$ cat src/rtl/bus_xfer_pkg.sv
// Shared types and constants for the dual-bus transfer sequencer.
// Optional feature macro: BUS_XFER_SETTLE_EN (see bus_transfer_ctrl).
package bus_xfer_pkg;

    localparam int unsigned NREG_DEFAULT  = 8;
    localparam int unsigned IDX_W_DEFAULT = 3;

    localparam logic BUS_IN  = 1'b0;
    localparam logic BUS_IN2 = 1'b1;

    typedef enum logic [1:0] {
        IDLE  = 2'd0,
        DRIVE = 2'd1,
        LATCH = 2'd2,
        DONE  = 2'd3
    } xfer_state_e;

endpackage

$ cat src/rtl/onehot_decoder.sv
// Index to one-hot decoder with enable; indices at or beyond NREG decode to all zeros.
module onehot_decoder #(
    parameter int unsigned IDX_W = 3,
    parameter int unsigned NREG  = 8
) (
    input  logic             en_i,
    input  logic [IDX_W-1:0] idx_i,
    output logic [NREG-1:0]  onehot_o
);

    always_comb begin
        onehot_o = '0;
        if (en_i && (32'(idx_i) < NREG)) begin
            onehot_o[idx_i] = 1'b1;
        end
    end

endmodule

$ cat src/rtl/bus_transfer_ctrl.sv
// Register-to-register transfer sequencer driving Store/Load strobes onto bus IN or IN2.
// Define BUS_XFER_SETTLE_EN to insert a full DRIVE cycle before the Load strobe.
module bus_transfer_ctrl
    import bus_xfer_pkg::*;
#(
    parameter int unsigned NREG  = NREG_DEFAULT,
    parameter int unsigned IDX_W = IDX_W_DEFAULT
) (
    input  logic             Clk,
    input  logic             Reset,
    input  logic             req_valid,
    output logic             req_ready,
    input  logic [IDX_W-1:0] req_src,
    input  logic [IDX_W-1:0] req_dst,
    input  logic             req_bus,
    output logic [NREG-1:0]  Store,
    output logic [NREG-1:0]  Store2,
    output logic [NREG-1:0]  Load,
    output logic [NREG-1:0]  Load2,
    output logic             done,
    output logic             err
);

    xfer_state_e state_q, state_d;

    logic [IDX_W-1:0] src_q, src_d;
    logic [IDX_W-1:0] dst_q, dst_d;
    logic             bus_q, bus_d;

    logic [NREG-1:0] store_q, store_d;
    logic [NREG-1:0] store2_q, store2_d;
    logic [NREG-1:0] load_q, load_d;
    logic [NREG-1:0] load2_q, load2_d;

    logic ready_q, ready_d;
    logic done_q, done_d;
    logic err_q, err_d;

    logic            req_ok;
    logic            src_en, dst_en;
    logic [NREG-1:0] src_vec, dst_vec;

    assign req_ok = (req_src != req_dst) && (32'(req_src) < NREG) && (32'(req_dst) < NREG);

    always_comb begin
        state_d = state_q;
        src_d   = src_q;
        dst_d   = dst_q;
        bus_d   = bus_q;
        err_d   = 1'b0;
        case (state_q)
            IDLE: begin
                if (req_valid && ready_q) begin
                    src_d = req_src;
                    dst_d = req_dst;
                    bus_d = req_bus;
                    if (req_ok) begin
`ifdef BUS_XFER_SETTLE_EN
                        state_d = DRIVE;
`else
                        state_d = LATCH;
`endif
                    end else begin
                        err_d = 1'b1;
                    end
                end
            end
            DRIVE:   state_d = LATCH;
            LATCH:   state_d = DONE;
            DONE:    state_d = IDLE;
            default: state_d = IDLE;
        endcase
    end

    // Strobes are decoded from next-state so every output comes straight from a flop.
    assign src_en = (state_d == DRIVE) || (state_d == LATCH);
    assign dst_en = (state_d == LATCH);

    onehot_decoder #(
        .IDX_W (IDX_W),
        .NREG  (NREG)
    ) u_src_dec (
        .en_i     (src_en),
        .idx_i    (src_d),
        .onehot_o (src_vec)
    );

    onehot_decoder #(
        .IDX_W (IDX_W),
        .NREG  (NREG)
    ) u_dst_dec (
        .en_i     (dst_en),
        .idx_i    (dst_d),
        .onehot_o (dst_vec)
    );

    always_comb begin
        store_d  = (bus_d == BUS_IN)  ? src_vec : '0;
        store2_d = (bus_d == BUS_IN2) ? src_vec : '0;
        load_d   = (bus_d == BUS_IN)  ? dst_vec : '0;
        load2_d  = (bus_d == BUS_IN2) ? dst_vec : '0;
        ready_d  = (state_d == IDLE);
        done_d   = (state_d == DONE);
    end

    always_ff @(posedge Clk or negedge Reset) begin
        if (!Reset) begin
            state_q  <= IDLE;
            src_q    <= '0;
            dst_q    <= '0;
            bus_q    <= 1'b0;
            store_q  <= '0;
            store2_q <= '0;
            load_q   <= '0;
            load2_q  <= '0;
            ready_q  <= 1'b1;
            done_q   <= 1'b0;
            err_q    <= 1'b0;
        end else begin
            state_q  <= state_d;
            src_q    <= src_d;
            dst_q    <= dst_d;
            bus_q    <= bus_d;
            store_q  <= store_d;
            store2_q <= store2_d;
            load_q   <= load_d;
            load2_q  <= load2_d;
            ready_q  <= ready_d;
            done_q   <= done_d;
            err_q    <= err_d;
        end
    end

    assign req_ready = ready_q;
    assign Store     = store_q;
    assign Store2    = store2_q;
    assign Load      = load_q;
    assign Load2     = load2_q;
    assign done      = done_q;
    assign err       = err_q;

endmodule

$ cat config.mk
export PLATFORM = sky130hd
export DESIGN_NAME = bus_transfer_ctrl
export DESIGN_NICKNAME = d
export VERILOG_FILES = /design/src/rtl/bus_xfer_pkg.sv /design/src/rtl/onehot_decoder.sv /design/src/rtl/bus_transfer_ctrl.sv
export SDC_FILE = /design/constraint.sdc
export NUM_CORES = 1
export LEC_CHECK = 0
export CAP_MARGIN = 20
export CORE_MARGIN = 1
export CORE_UTILIZATION = 24
export CTS_BUF_LIST = sky130_fd_sc_hd__clkbuf_4 sky130_fd_sc_hd__clkbuf_8
export CTS_CLUSTER_SIZE = 12
export DETAILED_ROUTE_END_ITERATION = 10
export PLACE_DENSITY = 0.55
export SYNTH_ARGS = -nofsm -noshare
export SYNTH_HDL_FRONTEND = slang
export SYNTH_SLANG_ARGS = --single-unit
$ cat constraint.sdc
create_clock -name Clk -period 1.85 [get_ports Clk]
set_input_delay 0.2775 -clock Clk [delete_from_list [all_inputs] [get_ports Clk]]
set_output_delay 0.2775 -clock Clk [all_outputs]
set_load 0.05 [all_outputs]
* Word-level counts from Yosys, hierarchy flattened
Index checks and enable logic that the tools add are counted.
Widths: inputs -> output; s select.
** Cells by class
- Magnitude comparators :: 4
- Equality and inequality tests :: 7
- Muxes and demuxes :: 22
- Reduce and logical (&&, ||, !) cells :: 6
** Operators by type and width (count)
- $mux 8 :: 6
- $mux 3 :: 4
- $eq 2x2->1 const B :: 4
- $lt 3x4->1 const B :: 2
- $pmux 2 s4 :: 1
- $mux 1 :: 7
- $demux 1 s3 :: 2
- $ge 3x1->1 const B :: 2
- $eq 2x1->1 const B :: 2
- $logic_not 2->1 :: 2
- $mux 2 :: 2
- $logic_and 1x1->1 :: 3
- $ne 3x3->1 :: 1
- $logic_or 1x1->1 :: 1
** Storage, ports and cells
- Register bits after elaboration :: 44
- Input port bits :: 10
- Output and inout port bits :: 35
- Word-level logic and storage cells :: 50

* Depth between registers and ports, before layout
Gate-level depths: netlist of the first run.
- Depth after elaboration :: 9
- Gate-level depth with buffers :: 8
- Depth with buffers taken out :: 8

* By module
From an unflattened synthesis of the first run, not the netlist that was laid out.
** Unflattened totals
- Cell total of the unflattened synthesis :: 124
- Area, all modules :: 1786.7 um2
** By module, submodules not included
- bus_transfer_ctrl :: times used 1, cells an instance 108, area each 1595.3 um2, seq. area each 1102.3 um2
- onehot_decoder at u_src_dec :: times used 1, cells an instance 8, area each 96.3 um2, seq. area each 0.0 um2
- onehot_decoder at u_dst_dec :: times used 1, cells an instance 8, area each 95.1 um2, seq. area each 0.0 um2

* Worst setup path before layout of the first run
No wires, ideal clock.
- Path kind :: flip-flop to flip-flop
- Start :: register ready_q (netlist: req_ready)
- End :: register store_q[1] (netlist: Store[1])
- Library setup time :: 0.083 ns
- Data arrival time :: 1.950 ns
- Required time :: 1.767 ns
- Slack :: -0.183 ns
- Stages on the path, launching flop included :: 8
- Path buffers :: 0
- Period minus slack after synthesis :: 2.033 ns
- Cells stage by stage :: dfstp_2 > nand2_1 > a31oi_1 > o22a_1 > ha_1 > and4bb_2 > nand3_1 > o22ai_1
** Between the ends
- Elaborated cells between the ends (all ways) :: 17
- Those cells by class :: order compare (2); eq/ne (2); mux (10); reduce/logical (3)
** RTL lines
- start, declared :: RTL line bus_transfer_ctrl.sv:35 : logic ready_q, ready_d;
- start signal, assigned :: RTL line bus_transfer_ctrl.sv:128 : ready_q <= ready_d;
- $logic_and 1x1->1 * :: RTL line bus_transfer_ctrl.sv:53 : if (req_valid && ready_q) begin
- $mux 2 * :: RTL line bus_transfer_ctrl.sv:53
- $pmux 2 s4 * :: RTL line bus_transfer_ctrl.sv:51 : case (state_q)
- via state_d[1] :: RTL line bus_transfer_ctrl.sv:24 : xfer_state_e state_q, state_d;
- $eq 2x1->1 / $eq 2x2->1 (equally long branches) :: RTL line bus_transfer_ctrl.sv:76 : assign src_en = (state_d == DRIVE) || (state_d == LATCH);
- $logic_or 1x1->1 * :: RTL line bus_transfer_ctrl.sv:76
- $mux 8 * :: RTL line onehot_decoder.sv:13 : if (en_i && (32'(idx_i) < NREG)) begin
- $mux 8 * :: RTL line bus_transfer_ctrl.sv:98 : store_d = (bus_d == BUS_IN) ? src_vec : '0;
- via store_d[1] :: RTL line bus_transfer_ctrl.sv:30 : logic [NREG-1:0] store_q, store_d;
- end signal, assigned :: RTL line bus_transfer_ctrl.sv:124 : store_q <= store_d;
- end, declared :: RTL line bus_transfer_ctrl.sv:30
The timed path passes the listed nets; every way through them passes the cells marked *.

* Worst setup path in the final report of the first run
Ends and elaborated chain as after synthesis.

==> results of run 1 <==
cells by family (layout without fill, tap and decap cells):
| logic type | count (synthesis) | count (layout) | share of synthesized area, % |
|---|---|---|---|
| AOI/OAI and AO/OA | 35 | 35 | 12.11 |
| xor gates and xnor gates | 3 | 3 | 1.437 |
| adders and majority gates | 6 | 6 | 4.104 |
| buffers and inverters | 4 | 77 | 1.231 |
| DFF | 44 | 44 | 60.26 |
| muxes | 7 | 7 | 5.335 |
| and+or+nand+nor | 46 | 46 | 15.53 |
final timing paths:
path                       cells after the start             endpoint
min in group Clk                               3   src_q[0]$_DFF_PN0_
max in group asynchronous                      3  Store2[2]$_DFF_PN0_
min                                            2   Load2[7]$_DFF_PN0_
max reg2reg                                    7   Store[1]$_DFF_PN0_
min reg2reg                                    1   dst_q[1]$_DFF_PN0_
max                                            7   Store[1]$_DFF_PN0_
cells in the mapped netlist:
library cell  count
dfrtp_1          43
o22ai_1          33
nand2_1          12
nand2b_1          8
ha_1              6
nand3_1           6
mux2_4            5
or2_2             4
inv_1             3
nand4b_1          3
xnor2_1           3
and4b_1           2
mux2_2            2
nor2_1            2
nor2b_1           2
nor3b_1           2
a31oi_1           1
and4_1            1
and4bb_2          1
buf_6             1
dfstp_2           1
nand3_4           1
nand3b_1          1
nand4_1           1
o22a_1            1
flip-flops by register name, summed over array words and instances, names as in the netlist:
| name | count |
|---|---|
| Load | 8 |
| Store | 8 |
| err | 1 |
| req_ready | 1 |
| dst_q | 3 |
| src_q | 3 |
| Store2 | 8 |
| Load2 | 8 |
| state_q | 2 |
| done | 1 |
| bus_q | 1 |
power by group:
part	leakage (µW)	switching, µW	internal [µW]
logic	0.000634	1450	1050
clock network	0.0000614	331	441
registers	0.000590	182	1220
total	0.00129	1960	2710
stage by stage:
| stage | setup slack [ps] | power [µW] |
|---|---|---|
| floorplan | -103.4 | 2769 |
| global placement | -461.3 | 3469 |
| detailed placement | -499.8 | 3497 |
| CTS | -87.48 | 4420 |
| global route | -149.2 | 4942 |
| finish | -79.80 | 4676 |
per-layer routing:
layer | wire length [µm] | up-vias | track usage [%]
met4 | 88 | 0 | 4.762
met2 | 2228 | 31 | 20.61
met1 | 1994 | 709 | 14.89
li1 | - | 687 | -
met5 | 0 | - | 0
met3 | 194 | 8 | 3.324
worst register-to-register path, stage by stage (launching register included):
cell and delay [ps]:
dfstp_4 640, nand2_4 50, a31oi_4 150, o22a_1 210, ha_4 230, and4bb_4 350
nand3_4 100, o22ai_2 120
final cells by class:
type                       count  share of cell area, %
clock inverter                 2                  1.284
timing repair buffer          66                  20.71
multi-input combinational     97                  34.18
clock buffer                   6                  2.734
sequential                    44                  36.62
tap                           99                  4.101
inverter                       3                 0.3728
what timing repair did:
action,CTS,global route
endpoints found under the setup margin,31,32
gates resized for setup,27,36
pin swaps,17,21
endpoints found under the hold margin,18,0
hold buffers,1,0
setup buffers,6,2
==> flow_metrics.tcl, run 1 <==
set metrics [dict create \
    status "finished, violations left" \
    violations "setup timing" \
    antenna_found_initial 0 \
    avgRoutedWirePerCell_um 14.21 \
    max_stage_delay_ps 640 \
    setup_viol 16 \
    die_area_um2 7975 \
    regArea_um2 1106 \
    worst_skew_pair.late_latency_ps 300 \
    post-route-cell-area_um2 3020 \
    post-synth-top-area-fraction_pct 58.82 \
    synth.area.top_cells "dfrtp_1, o22ai_1, ha_1, mux2_4, nand2b_1" \
    tns_ps -968.7 \
    maxSlewHeadroom_pct 66.56 \
    cts_buffer_depth 2 \
    die_y_um 89.31 \
    finalHoldWorstSlack_ps 466.9 \
    nFillCells 744 \
    p_leak_uw 0.001285 \
    rows 31 \
    viasPerCell 4.527 \
    reg2reg_from "req_ready$_DFF_PN1_" \
    tritoncts "yes" \
    worstPathCellList "nand2_4 > a31oi_4 > o22a_1 > ha_4 > and4bb_4 > nand3_4 > o22ai_2" \
    grt_max_degree 26 \
    syn_to_final_growth_pct 65.12 \
    clk_root_buffer_cell "clkbuf_8" \
    fin_util_pct 41.42 \
    rrSetupSlack_ps -80 \
    fp.dieW_um 89.31 \
    synth.avg_cell_area_um2 12.62 \
    stdcell_count 317 \
    final_cell_mix "dfrtp_1, clkdlybuf4s50_1, o22ai_2, buf_4, nand2b_1" \
    period_minus_slack_ps 1930 \
    fin_skew_ps 12.74 \
    portBuffers 44 \
    final_common_cell "dfrtp_1" \
    layout-drive-gt1-share_pct 42.66 \
    period_share_pct 104.3 \
    synth-seq-cells 44 \
    drt_iter0_markers 37 \
    fin_ws_ps -79.80 \
    netlist_area_um2 1829 \
    synth_warnings 0 \
    drc 0 \
    synth_cell_types 25 \
    hold_violations 0 \
    cp_top_family "flip-flops" \
    cts_sinks 44 \
    dp_hpwl_mm 3.186 \
    gr-usage-all-layers_pct 12.23 \
    grt_overflow 0 \
    critPathRequiredTime_ps 2070 \
    maxSlewViolCount 0 \
    worst_slew_pin_slew_ps 500.0 \
    drtPass1Iterations 4 \
    placed_cells 300 \
    multi_input_area_um2 1032 \
    start_util_pct 25.09 \
    clkTransAtPathRegs_ps 90 \
    hp-class "in -> async" \
    cts_max_level 2 \
    cp_data_arrival_time_ps 2150 \
    ios 45 \
    grt_pass1_wl_mm 7.224 \
    cp_max_fo 5 \
    maxCapViolCount 0 \
    syn-instance-count 145 \
    yosys.area.top_type "dfrtp_1" \
    numCtsBuffers 5 \
    dpl-instance-area_um2 2524 \
    finalWirelength_mm 4.505 \
    crit_path_end_kind "flip-flop" \
    vdd_drop_max_v 0.0004893 \
    num_antenna_cells 0 \
    rsz0062_at_grt "true" \
    core-area_um2 7292 \
    critPathKind "reg -> reg" \
    startpoint_type "flip-flop" \
    fmax_ghz 0.5182 \
    vias 1435 \
    grt_pass1_vias 1458 \
    fin_nets 233 \
    synth_seq_area_share_pct 60.26 \
    syn-num-nets 161 \
    pwr_density_cell_nw_per_um2 1548 \
    cp_slowest_cell "dfstp_4" \
    routabilityCongestion 0.8410 \
    drtAntennaViolNets 0 \
    startpoint "req_ready$_DFF_PN1_" \
    critPathBufInv 0 \
]
(Power assumes the default switching activity.)
==> run 2, diff against run 1 <==
Settings changed: CELL_PAD_IN_SITES_DETAIL_PLACEMENT set to 0, CELL_PAD_IN_SITES_GLOBAL_PLACEMENT set to 1, GPL_ROUTABILITY_DRIVEN set to 0, PLACE_DENSITY 0.55 to 0.64.
==> run 2 against run 1 <==
Effect of this change:
- clock-buffer cell count stayed put
- critical path depth stayed put
- design area is 4.7% lower
- worst setup slack worse by 4.2 ps
- final cell count is 0.32% lower
- total power is 5.6% lower
- clock skew is 3.6 ps higher
- via count is 0.14% higher
- clock power hardly changed
- register-to-register slack hardly changed
- first-iteration DRC count is 32% higher
- the run still ends with setup timing left
- sequential share of layout area is 1.8 points higher
==> flow_metrics.tcl, run 2 (same netlist as run 1, synthesis figures left out) <==
set metrics [dict create \
    status "finished, violations left" \
    violations "setup timing" \
    layout-drive-gt1-share_pct 34.56 \
    finalWirelength_mm 4.506 \
    die_area_um2 7975 \
    grt_overflow 0 \
    cp_slowest_cell "dfstp_4" \
    drc 0 \
    setup_viol 20 \
    pwr_density_cell_nw_per_um2 1535 \
    worst_slew_pin_slew_ps 504.3 \
    worst_skew_pair.late_latency_ps 300 \
    worstPathCellList "nand2_4 > a31oi_4 > o22a_1 > ha_4 > nor2_1 > nand3b_1 > o22ai_1" \
    core-area_um2 7292 \
    viasPerCell 4.547 \
    ios 45 \
    start_util_pct 25.09 \
    nFillCells 723 \
    placed_cells 302 \
    maxSlewViolCount 0 \
    portBuffers 44 \
    antenna_found_initial 0 \
    p_leak_uw 0.001220 \
    period_share_pct 104.5 \
    cts_sinks 44 \
    final_common_cell "dfrtp_1" \
    hp-class "in -> async" \
    crit_path_end_kind "flip-flop" \
    numCtsBuffers 5 \
    max_stage_delay_ps 640 \
    rrSetupSlack_ps -80 \
    finalHoldWorstSlack_ps 412.6 \
    fin_ws_ps -84.04 \
    post-route-cell-area_um2 2878 \
    grt_max_degree 18 \
    num_antenna_cells 0 \
    hold_violations 0 \
    avgRoutedWirePerCell_um 14.26 \
    clk_root_buffer_cell "clkbuf_8" \
    drtPass1Iterations 4 \
    cts_max_level 2 \
    syn_to_final_growth_pct 57.32 \
    startpoint_type "flip-flop" \
    drtAntennaViolNets 0 \
    drt_iter0_markers 49 \
    clkTransAtPathRegs_ps 90 \
    final_cell_mix "dfrtp_1, clkdlybuf4s50_1, buf_4, o22ai_1, o22ai_2" \
    critPathKind "reg -> reg" \
    maxSlewHeadroom_pct 66.28 \
    critPathRequiredTime_ps 2080 \
    cp_max_fo 5 \
    dp_slack_ps -508.2 \
    total_power_uw 4416 \
    dp_hpwl_mm 3.303 \
    fmax_ghz 0.5171 \
    fin_skew_ps 16.37 \
    stdcell_count 316 \
    rows 31 \
    gr-usage-all-layers_pct 12.65 \
    die_y_um 89.31 \
    period_minus_slack_ps 1934 \
    tritoncts "yes" \
    grt_pass1_vias 1440 \
    dpl-instance-area_um2 2526 \
    rsz0062_at_grt "true" \
    fp.dieW_um 89.31 \
    cts_buffer_depth 2 \
    maxCapViolCount 0 \
    vdd_drop_max_v 0.0004379 \
    cp_data_arrival_time_ps 2160 \
    vias 1437 \
    fin_nets 232 \
    grt_pass1_wl_mm 7.238 \
]
==> run 2: changes by cell type in the layout (fill, tap and decap cells not counted), moves of 2 or more <==
cell,previous run,this run
o22ai_1,7,18
o22ai_2,26,15
and4b_1,0,2
and4b_2,2,0
nand2_1,6,8
nand2_4,4,2
==> run 2: power by group <==
part           leakage, µW  internal (µW)  switching [µW]  total, µW
Clock            0.0000614            441             331        772
Sequential        0.000590           1220             164       1390
Combinational     0.000568            921            1340       2260
==> run 2: metal layers <==
layer | vias to the layer above | routed length, µm | global-route usage, %
li1 | 680 | - | -
met1 | 715 | 2029 | 16.20
met2 | 37 | 2214 | 20.61
met3 | 5 | 221 | 3.693
met4 | 0 | 40 | 4.040
met5 | - | 0 | 0
==> run 2: final cells by class <==
cell class	count	area (µm²)	share of cell area, %
Multi-Input combinational cell	97	917.1	31.87
Clock inverter	2	38.79	1.348
Timing Repair Buffer	65	598.1	20.78
Clock buffer	6	82.58	2.870
Tap cell	99	123.9	4.304
Sequential cell	44	1106	38.43
Inverter	3	11.26	0.3913
==> run 2: final timing paths <==
check                                    startpoint                  end  cells after the start
worst min register to register   src_q[1]$_DFF_PN0_   src_q[1]$_DFF_PN0_                      1
worst max-delay path            req_ready$_DFF_PN1_   Store[4]$_DFF_PN0_                      7
max in group asynchronous                     Reset  req_ready$_DFF_PN1_                      3
worst max register to register  req_ready$_DFF_PN1_   Store[4]$_DFF_PN0_                      7
min in group Clk                         req_dst[2]   dst_q[2]$_DFF_PN0_                      3
worst min-delay path                          Reset   Load2[5]$_DFF_PN0_                      2
==> run 2: repair_timing <==
item	4_1_cts	5_1_grt
cloned	0	0
endpoints found under the setup margin	32	30
hold buffers	1	0
setup buffers	4	1
hold endpoints to repair	14	0
pin swaps	8	1
resized for setup	24	17
==> run 2: critical path: cells and delay by family, from the launching register on <==
family / cells / cell delay, ps
AO/OA/AOI/OAI: 3 / 570
adder cells (fa/ha/maj): 1 / 230
flip-flops: 1 / 640
AND/OR/NAND/NOR: 3 / 420
==> run 2: per-stage QoR <==
| step | TNS (ps) | util (%) |
|---|---|---|
| after CTS | -604.6 | 38.25 |
| after global routing | -2813 | 39.46 |
| final | -935.9 | 39.46 |
| after detailed placement | -13750 | 34.64 |
| after global placement | -12940 | 34.64 |
| after floorplan | -1331 | - |
==> run 3, diff against run 2 <==
Settings changed: PLACE_DENSITY 0.64 to 0.62.
Clock period 1.85 ns to 1.8 ns, I/O delays scaled along.
==> run 3 against run 2 <==
Effect of this change:
- the flow still finishes with violations (setup timing)
- via count down 1.5%
- clock-buffer cell count unchanged
- hold slack better by 11 ps
- clock power down 0.9%
- non-clock buffer count down 4
- design area up 0.78%
- largest power group unchanged
==> flow_metrics.tcl, run 3 (same netlist as run 1, synthesis figures left out) <==
set metrics [dict create \
    status "finished, violations left" \
    violations "setup timing" \
    rows 31 \
    pwr_density_cell_nw_per_um2 1630 \
    rrSetupSlack_ps -170 \
    grt_overflow 0 \
    cp_data_arrival_time_ps 2180 \
    core-area_um2 7292 \
    setup_viol 31 \
    cts_max_level 2 \
    clkTransAtPathRegs_ps 80 \
    final_common_cell "dfrtp_1" \
    dp_hpwl_mm 3.182 \
    tritoncts "yes" \
    drtAntennaViolNets 0 \
    drc 0 \
    startpoint_type "flip-flop" \
    holdPathEnd "err$_DFF_PN0_" \
    period_minus_slack_ps 1972 \
    rr_worst_depth 7 \
    cp_slowest_cell "dfstp_4" \
    hold_violations 0 \
    grt_pass1_vias 1424 \
    crit_path_end_kind "flip-flop" \
    seqPwrFrac_pct 30.4 \
    p_sw_share_pct 42.33 \
    p_int_uw 2727 \
    num_antenna_cells 0 \
    viasPerCell 4.538 \
    cts_sinks 44 \
    layout-drive-gt1-share_pct 43.66 \
    hp-class "in -> reg" \
    gr-usage-all-layers_pct 12.59 \
    cp_max_fo 5 \
    reg2reg_from "req_ready$_DFF_PN1_" \
    fin_ws_ps -171.6 \
    dp_slack_ps -559.5 \
    start_util_pct 25.09 \
    vias 1416 \
    hold_depth 4 \
    grt_max_degree 45 \
    vdd_drop_max_v 0.0005054 \
    final_cell_mix "dfrtp_1, clkdlybuf4s50_1, buf_4, o22ai_2, o22ai_1" \
    avgRoutedWirePerCell_um 15.32 \
    die_area_um2 7975 \
    worst_slew_pin_slew_ps 516.1 \
    rsz0062_at_grt "true" \
    maxSlewHeadroom_pct 65.49 \
    clk_root_buffer_cell "clkbuf_8" \
    fin_skew_ps 6.635 \
    critPathKind "reg -> reg" \
    power.share.combinational_pct 53.4 \
    p_leak_uw 0.001257 \
    min_from "req_dst[1]" \
    grt_pass1_wl_mm 7.341 \
    max_stage_delay_ps 630 \
    worst_skew_pair.late_latency_ps 290 \
    cts_buffer_depth 2 \
    die_y_um 89.31 \
    finalWirelength_mm 4.780 \
    critPathRequiredTime_ps 2010 \
    antenna_found_initial 0 \
    drt_iter0_markers 63 \
    p_switching_uw 2001 \
    ios 45 \
    period_share_pct 109.5 \
    numCtsBuffers 5 \
    maxSlewViolCount 0 \
    fp.dieW_um 89.31 \
    worstPathCellList "nand2_4 > a31oi_4 > o22a_1 > ha_4 > and4bb_2 > nand3_4 > o22ai_2" \
    maxCapViolCount 0 \
    drtPass1Iterations 4 \
    fin_nets 228 \
    fmax_ghz 0.5072 \
    clock_power_share_pct 16.2 \
    portBuffers 44 \
    finalHoldWorstSlack_ps 424.0 \
    r2r_end "Store[5]$_DFF_PN0_" \
    syn_to_final_growth_pct 58.55 \
]
[run 3: timing repair]
action | 4_1_cts | 5_1_grt
endpoints found under the setup margin | 32 | 32
hold endpoints to repair | 43 | 0
hold buffers | 1 | 0
gates resized for setup | 36 | 14
buffers inserted | 1 | 3
pin swaps | 22 | 11
[run 3: how the worst max path moves through the flow]
stage	start	end	slack (ps)	depth (start not counted)
2_1_floorplan	req_ready$_DFF_PN1_	Store[0]$_DFF_PN0_	-150	7
3_3_place_gp	req_src[2]	Store2[1]$_DFF_PN0_	-550	8
3_5_place_dp	req_src[2]	Store2[1]$_DFF_PN0_	-560	8
4_1_cts	req_ready$_DFF_PN1_	Store[3]$_DFF_PN0_	-150	7
5_1_grt	req_ready$_DFF_PN1_	Store[5]$_DFF_PN0_	-250	7
6_report	req_ready$_DFF_PN1_	Store[5]$_DFF_PN0_	-170	7
[run 3: critical path, delay by kind of cell, from the launching register on]
family / cells / cell delay (ps)
DFF: 1 / 630
AOI/OAI and AO/OA: 3 / 500
adders and majority gates: 1 / 230
and+or+nand+nor: 3 / 530
[run 3: stage by stage]
step	cell area, µm²	TNS (ps)	total power [µW]	utilization (%)	std cells
after floorplan	1873	-2333	2861	-	145
after global placement	2509	-15060	3609	34.40	299
after detailed placement	2509	-15030	3622	34.40	299
after CTS	2805	-2022	4572	38.47	309
after global routing	2900	-4529	5003	39.77	312
final	2900	-2390	4728	39.77	312
[run 3: final cells by class]
cell class              instances  area [µm²]
clock buffers                   6       76.32
well taps                      99       123.9
inverters                       3       11.26
repair buffers                 61       566.8
flip-flops and latches         44        1106
fillers                       753        4392
clock inverters                 2       35.03
multi-input cells              97       980.9
[run 3: power by group through the flow]
stage | registers, µW | clock network, µW | logic [µW]
6_report | 1440 | 765 | 2530
5_1_grt | 1470 | 836 | 2700
4_1_cts | 1430 | 789 | 2360
3_5_place_dp | 1440 | 0 | 2180
3_3_place_gp | 1440 | 0 | 2170
2_1_floorplan | 1970 | 0 | 887
[run 3: metal layers]
layer / routed length [µm] / track usage (%) / up-vias
met1: 2167 / 16.44 / 709
met2: 2415 / 21.10 / 28
met5: 0 / 0 / -
met3: 152 / 2.770 / 4
met4: 44 / 3.463 / 0
li1: - / - / 675
